==> src/rtl/barrel_shifter_pipe.sv <==
// Pipelined barrel shifter: SLL/SRL/SRA/ROR/ROL on WIDTH-bit operands.
// The log2(WIDTH) shift levels are spread over PIPE_STAGES register stages,
// with a single global advance so the pipe has fixed latency and no bubble
// compression. Carry is carried through the stages with the partial result.
module barrel_shifter_pipe #(
  parameter int unsigned WIDTH       = 32,
  parameter int unsigned PIPE_STAGES = 2,
  parameter int unsigned AMT_W       = $clog2(WIDTH)
) (
  input  logic             clk,
  input  logic             rst_n,
  input  logic             in_valid,
  output logic             in_ready,
  input  logic [WIDTH-1:0] in_data,
  input  logic [AMT_W-1:0] in_amt,
  input  logic [2:0]       in_op,
  output logic             out_valid,
  input  logic             out_ready,
  output logic [WIDTH-1:0] out_data,
  output logic             out_carry,
  output logic             out_zero
);

  localparam logic [2:0] OP_SLL = 3'b000;
  localparam logic [2:0] OP_SRL = 3'b001;
  localparam logic [2:0] OP_SRA = 3'b010;
  localparam logic [2:0] OP_ROR = 3'b011;
  localparam logic [2:0] OP_ROL = 3'b100;

  // Levels handled per stage; trailing stages may get fewer (or none).
  localparam int unsigned LPS = (AMT_W + PIPE_STAGES - 1) / PIPE_STAGES;

  // Applies the mux levels owned by one stage. Levels are processed in
  // ascending order, so the carry left by the last active level is the last
  // bit shifted out by the whole amount (or the wrapped bit for rotates).
  function automatic logic [WIDTH:0] f_levels(
    input logic [WIDTH-1:0] d,
    input logic             c,
    input logic [2:0]       op,
    input logic [AMT_W-1:0] amt,
    input int unsigned      stage
  );
    logic [WIDTH-1:0] cur;
    logic             cy;
    int unsigned      sh;
    logic [AMT_W-1:0] idx_hi;
    logic [AMT_W-1:0] idx_lo;
    cur = d;
    cy  = c;
    for (int unsigned k = 0; k < AMT_W; k++) begin
      sh     = 32'd1 << k;
      idx_hi = AMT_W'(WIDTH - sh);
      idx_lo = AMT_W'(sh - 1);
      if (k >= stage * LPS && k < (stage + 1) * LPS &&
          ((amt >> k) & AMT_W'(1)) != '0) begin
        case (op)
          OP_SLL: begin cy = cur[idx_hi]; cur = cur << sh; end
          OP_SRL: begin cy = cur[idx_lo]; cur = cur >> sh; end
          OP_SRA: begin cy = cur[idx_lo]; cur = WIDTH'($signed(cur) >>> sh); end
          OP_ROR: begin cur = (cur >> sh) | (cur << (WIDTH - sh)); cy = cur[WIDTH-1]; end
          OP_ROL: begin cur = (cur << sh) | (cur >> (WIDTH - sh)); cy = cur[0]; end
          default: ;
        endcase
      end
    end
    return {cy, cur};
  endfunction

  logic             r_valid [PIPE_STAGES];
  logic [WIDTH-1:0] r_data  [PIPE_STAGES];
  logic             r_carry [PIPE_STAGES];
  logic [2:0]       r_op    [PIPE_STAGES];
  logic [AMT_W-1:0] r_amt   [PIPE_STAGES];
  logic             r_zero;

  logic             w_adv;
  logic [WIDTH-1:0] w_nd [PIPE_STAGES];
  logic             w_nc [PIPE_STAGES];

  assign w_adv     = out_ready || !out_valid;
  assign in_ready  = w_adv;
  assign out_valid = r_valid[PIPE_STAGES-1];
  assign out_data  = r_data[PIPE_STAGES-1];
  assign out_carry = r_carry[PIPE_STAGES-1];
  assign out_zero  = r_zero;

  // Next-state value of every stage: its own levels applied to its predecessor.
  always_comb begin
    for (int unsigned s = 0; s < PIPE_STAGES; s++) begin
      w_nd[s] = '0;
      w_nc[s] = 1'b0;
    end
    {w_nc[0], w_nd[0]} = f_levels(in_data, 1'b0, in_op, in_amt, 0);
    for (int unsigned s = 1; s < PIPE_STAGES; s++) begin
      {w_nc[s], w_nd[s]} = f_levels(r_data[s-1], r_carry[s-1], r_op[s-1], r_amt[s-1], s);
    end
  end

  // Stage registers: all advance together or all hold.
  always_ff @(posedge clk or negedge rst_n) begin
    if (!rst_n) begin
      for (int unsigned s = 0; s < PIPE_STAGES; s++) begin
        r_valid[s] <= 1'b0;
        r_data[s]  <= '0;
        r_carry[s] <= 1'b0;
        r_op[s]    <= '0;
        r_amt[s]   <= '0;
      end
      r_zero <= 1'b0;
    end else if (w_adv) begin
      r_valid[0] <= in_valid;
      r_data[0]  <= w_nd[0];
      r_carry[0] <= w_nc[0];
      r_op[0]    <= in_op;
      r_amt[0]   <= in_amt;
      for (int unsigned s = 1; s < PIPE_STAGES; s++) begin
        r_valid[s] <= r_valid[s-1];
        r_data[s]  <= w_nd[s];
        r_carry[s] <= w_nc[s];
        r_op[s]    <= r_op[s-1];
        r_amt[s]   <= r_amt[s-1];
      end
      r_zero <= (w_nd[PIPE_STAGES-1] == '0);
    end
  end

endmodule

==> config.mk <==
export PLATFORM = sky130hd
export DESIGN_NAME = barrel_shifter_pipe
export DESIGN_NICKNAME = d
export VERILOG_FILES = /design/src/rtl/barrel_shifter_pipe.sv
export SDC_FILE = /design/constraint.sdc
export NUM_CORES = 1
export LEC_CHECK = 0
export BUFFER_PORTS_ARGS = -buffer_cell sky130_fd_sc_hd__buf_2
export CELL_PAD_IN_SITES_DETAIL_PLACEMENT = 0
export CELL_PAD_IN_SITES_GLOBAL_PLACEMENT = 1
export CORE_UTILIZATION = 44
export DETAILED_ROUTE_END_ITERATION = 12
export PLACE_DENSITY_LB_ADDON = 0.1
export SYNTH_ARGS = -nofsm -noshare
export SYNTH_HDL_FRONTEND = slang
export SYNTH_SLANG_ARGS = --single-unit
==> constraint.sdc <==
create_clock -name clk -period 3.05 [get_ports clk]
set_input_delay 0.4575 -clock clk [delete_from_list [all_inputs] [get_ports clk]]
set_output_delay 0.4575 -clock clk [all_outputs]
set_load 0.03 [all_outputs]
## Word-level counts from Yosys, hierarchy flattened

Cells that the tools add are included.

- Bits of input ports: 44
- Output and inout port bits: 36
- Register bits: 77

- Muxes and demuxes: 20
- Reduce and logical (&&, ||, !) cells: 8
- Bitwise gates (word level): 9
- Equality and inequality tests: 8

Operators with widths:

| kind | number |
|---|---|
| 32-bit case mux with 5 select lines | 4 |
| 32-bit two-way mux | 5 |
| 32-bit case mux with 4 select lines | 1 |
| 32-bit logical NOT | 1 |
| 24-bit by 32-bit bitwise OR with 32-bit output | 1 |
| 28-bit by 32-bit bitwise OR with 32-bit output | 1 |
| 30-bit by 32-bit bitwise OR with 32-bit output | 1 |
| 31-bit by 32-bit bitwise OR with 32-bit output | 1 |
| 32-bit by 1-bit bitwise OR with 32-bit output | 1 |
| 32-bit by 16-bit bitwise OR with 32-bit output | 1 |
| 32-bit by 2-bit bitwise OR with 32-bit output | 1 |
| 32-bit by 4-bit bitwise OR with 32-bit output | 1 |
| 32-bit by 8-bit bitwise OR with 32-bit output | 1 |
| 1-bit case mux with 4 select lines | 5 |
| 3-bit by 2-bit equality test with 1-bit output, second input constant | 4 |
| 3-bit by 1-bit equality test with 1-bit output, second input constant | 2 |
| 3-bit equality test, second input constant | 2 |
| 3-bit logical NOT | 2 |
| 2-bit OR reduction | 3 |
| 1-bit two-way mux | 5 |
| 1-bit logical NOT | 1 |
| 1-bit logical OR | 1 |

## Depth between registers and ports, before layout

- Word-level depth: 9
- Mapped depth: 11
- Depth with buffers taken out: 7

## Worst setup path after synthesis

Ideal clock, no wire load.

- Path type: input to register
- Start: input port in_op[1]
- End: register r_data[62] (netlist name)
- Stages: 10
- Required time: 2.930 ns
- Path buffers: 3
- Arrival: 2.162 ns
- Path slack: 0.768 ns
- Cells stage by stage: buf_2 -> or2_2 -> buf_2 -> buf_2 -> o22ai_1 -> a2bb2oi_1 -> a222oi_1 -> o22ai_1 -> o22ai_1 -> nor2_1

- Word-level cells in the longest chain between the ends: 9

RTL lines:

| what | RTL line | source |
|---|---|---|
| start, declared | 16 | `input logic [2:0] in_op,` |
| 3-bit equality test, or another cell as far along | 56 | `case (op)` |
| 32-bit case mux with 5 select lines | 56 |  |
| 32-bit two-way mux | 54 | `if (k >= stage * LPS && k < (stage + 1) * LPS &&` |
| 32-bit by 2-bit bitwise OR with 32-bit output or 30-bit by 32-bit bitwise OR with 32-bit output (tied branches) | 61, 60 |  |
| 32-bit case mux with 5 select lines | 56 |  |
| 32-bit two-way mux | 54 |  |
| 32-bit by 4-bit bitwise OR with 32-bit output or 28-bit by 32-bit bitwise OR with 32-bit output (tied branches) | 61, 60 |  |
| 32-bit case mux with 5 select lines | 56 |  |
| 32-bit two-way mux (*) | 54 |  |
| end signal, assigned by index | 118 | `r_data[s] <= w_nd[s];` |
| end, declared | 70 | `logic [WIDTH-1:0] r_data [PIPE_STAGES];` |

Every way passes the cells marked *; elsewhere a longest branch is shown, timed or not.
A chain may end at the register's enable or synchronous reset.

## Final worst setup path

- Start: register r_op[3] (netlist name)
- End: register r_zero (netlist: out_zero)

- Word-level cells in the longest chain between the ends: 7

RTL lines:

| what | RTL line | source |
|---|---|---|
| start, declared | 72 | `logic [2:0] r_op [PIPE_STAGES];` |
| start signal, assigned by index | 120 | `r_op[s] <= r_op[s-1];` |
| 3-bit equality test, or another cell as far along | 56 |  |
| 32-bit case mux with 5 select lines | 56 |  |
| 32-bit two-way mux | 54 |  |
| 32-bit by 16-bit bitwise OR with 32-bit output | 60, 61 |  |
| 32-bit case mux with 4 select lines | 56 |  |
| 32-bit two-way mux (*) | 54 |  |
| 32-bit logical NOT (*) | 123 | `r_zero <= (w_nd[PIPE_STAGES-1] == '0);` |
| end signal, assigned | 123 |  |
| end, declared | 74 | `logic r_zero;` |

Marked as above.

==> impl_metrics.py <==
metrics = {
    "outcome": {
        "outcome": "finished, final reports clean",
    },
    "sta": {
        "setup_viol": 0,
        "slew_viol_final": 0,
        "finalCritPeriodShare": 0.899,
        "slew_headroom": 0.387,
        "worst_pin_slew_ps": 920,
        "fmax_mhz": 365,
        "hold_viol": 0,
        "skew_ps": 6.00,
        "min_period_ps": 2740,
        "rsz0062_at_grt": "no",
        "tns_ps": 0,
    },
    "cts": {
        "cts_resized": 0,
        "cts_sinks": 74,
        "postCtsSetupRepairBufs": 0,
        "cts_root_buf": "clkbuf_16",
        "path_clk_slew_ps": 60,
        "clk_latency_ps": 340,
        "max-clock-path-buffers": 2,
        "cts_inserted_buffers": 9,
        "cts_tree": "done",
        "cts.htree.levels": 3,
        "holdBufCountCts": 0,
    },
    "place": {
        "globalplace.congestion": 0.981,
        "place_inst": 1020,
        "io_buffers": 79,
        "dp_hpwl_um": 18600,
    },
    "global_routing": {
        "grt_max_degree": 75,
        "grt_use_total": 0.336,
        "grt_first_pass_wirelength_um": 38100,
        "grt_pass1_vias": 6654,
        "antenna_found_initial": 0,
        "grt_overflow": 0,
    },
    "setup_path": {
        "worst_r2r_endpoint": "out_zero",
        "cp-startpoint": "r_op[3]",
        "path_class": "flip-flop to flip-flop",
        "reg2regPathDepth": 7,
        "arrival_ps": 3020,
        "path_max_fanout": 11,
        "cp-endpoint": "out_zero",
        "timing.rr.start": "r_op[3]",
        "cp-start-kind": "flip-flop",
        "reg2reg_slack_ps": 310,
        "cp-end-kind": "flip-flop",
        "worstPathRequired_ps": 3320,
    },
    "synth": {
        "async_flop_share": 1.00,
        "synth_top_area_frac": 0.291,
        "synth_seq_cells": 74,
        "synth.largest_area_cell": "dfrtp_1",
        "synth_warnings": 0,
        "avgSynthCellArea_um2": 7.77,
        "synth_flop_cell": "dfrtp_1",
        "synthCells": 820,
        "synth_nets": 864,
        "syn-cell-area_um2": 6370,
        "synth_edf_count": 0,
        "yosysUniqueCellTypes": 65,
        "synth_seq_area_share": 0.291,
        "synthTopCellsByArea": "dfrtp_1, o22ai_1, a2bb2oi_1",
    },
    "detailed_routing": {
        "vias_per_cell": 6.76,
        "drt_wl_total_um": 24300,
        "drc": 0,
        "ant_nets": 0,
        "wire_per_inst_um": 23.5,
        "initialDrtViolationCount": 894,
        "vias": 6993,
        "firstDrtPassIters": 6,
    },
    "final_layout": {
        "area_growth_syn_to_layout_pct": 12.6,
        "drive_gt1_frac": 0.202,
        "fin_cells": 1035,
        "n_antenna_cell": 0,
        "layout_common_cells": "o22ai_1, nor2_1, buf_2",
        "final_common_cell": "o22ai_1",
        "num-nets-final": 895,
    },
    "floorplan": {
        "die_h_um": 122,
        "die-area_um2": 15000,
        "core_um2": 14000,
        "io-pin-count": 80,
        "die_x_um": 122,
        "rows": 43,
        "start_util": 0.455,
    },
    "hold_path": {
        "hold_path_class": "primary input to flip-flop",
    },
    "power_and_ir_drop": {
        "cellLeakagePower_nw": 2.89,
        "power_density_nw_per_um2": 664,
        "peakVddDrop_uv": 305,
    },
    "job": {
        "maxCapViolations": 0,
    },
}
==> per-stage QoR <==
stage	total power (W)	worst slack (ps)	cell area [um^2]	hold slack, ps	utilization
finish	0.00476	308	7170	314	0.513
global route	0.00504	2.37	7170	329	0.513
CTS	0.00476	254	7170	314	0.512
detailed placement	0.00370	187	6870	447	0.491
global placement	0.00368	212	6870	443	0.491
floorplan	0.00312	768	6370	162	-
==> critical path: stages, from the launching register on <==
cell       delay, ps
dfrtp_1          570
nor2b_1          120
o21bai_1         620
a2bb2oi_1        270
o22ai_1          420
nand4_1          180
nor4_1           290
a32o_2           200
==> power breakdown <==
group          leakage (nW)  internal (W)  total (W)  switching (W)
Clock                 0.138      0.000631    0.00106       0.000424
Combinational          1.91      0.000796    0.00222        0.00143
Sequential            0.847       0.00124    0.00148       0.000247
==> how the worst min path moves through the flow <==
| stage | from | endpoint | slack [ps] | cells after the start |
|---|---|---|---|---|
| detailed placement | r_valid[1] | r_valid[1] | 450 | 2 |
| global route | in_valid | r_valid[1] | 330 | 3 |
| CTS | in_amt[3] | r_amt[8] | 310 | 3 |
| finish | in_valid | r_valid[1] | 310 | 3 |
| global placement | r_valid[1] | r_valid[1] | 440 | 2 |
| floorplan | rst_n | out_carry | 160 | 0 |
==> flip-flops by register name, indices dropped and copies added (netlist names), 2 cells and up <==
register,flops
r_amt,2
r_op,3
out_data,32
r_data,32
==> cells in the mapped netlist, types with 21 or more instances <==
cell type  number
clkbuf_1       49
nand2_1        69
dfrtp_1        74
buf_2          21
a22oi_1        23
nor2_1         91
buf_4          35
a2bb2oi_1      41
a21oi_1        49
o21ai_0        49
o22ai_1       103
==> kinds of logic (layout without fill, tap and decap cells) <==
group / after synthesis / count (layout) / share of synthesized area
compound gates: 387 / 387 / 0.425
simple gates: 219 / 219 / 0.154
mux: 17 / 17 / 0.0285
buf+inv: 123 / 158 / 0.102
flops: 74 / 74 / 0.291
==> metal layers <==
layer / part of all wire / vias up / routed length (um) / GRT usage
li1: - / 3216 / - / -
met1: 0.40 / 3343 / 9770 / 0.412
met2: 0.50 / 357 / 12100 / 0.577
met3: 0.058 / 77 / 1400 / 0.0446
met4: 0.045 / 0 / 1090 / 0.162
met5: 0 / - / 0 / 0
==> area by class of cell <==
type / count / area [um^2]
clock inverter: 6 / 67.6
multi-input combinational: 623 / 3880
sequential: 74 / 1850
fill: 1446 / 6820
timing repair buffer: 137 / 893
inverter: 6 / 22.5
clock buffer: 9 / 225
tap: 180 / 225
Note: power is estimated with default switching activity, not from simulation.
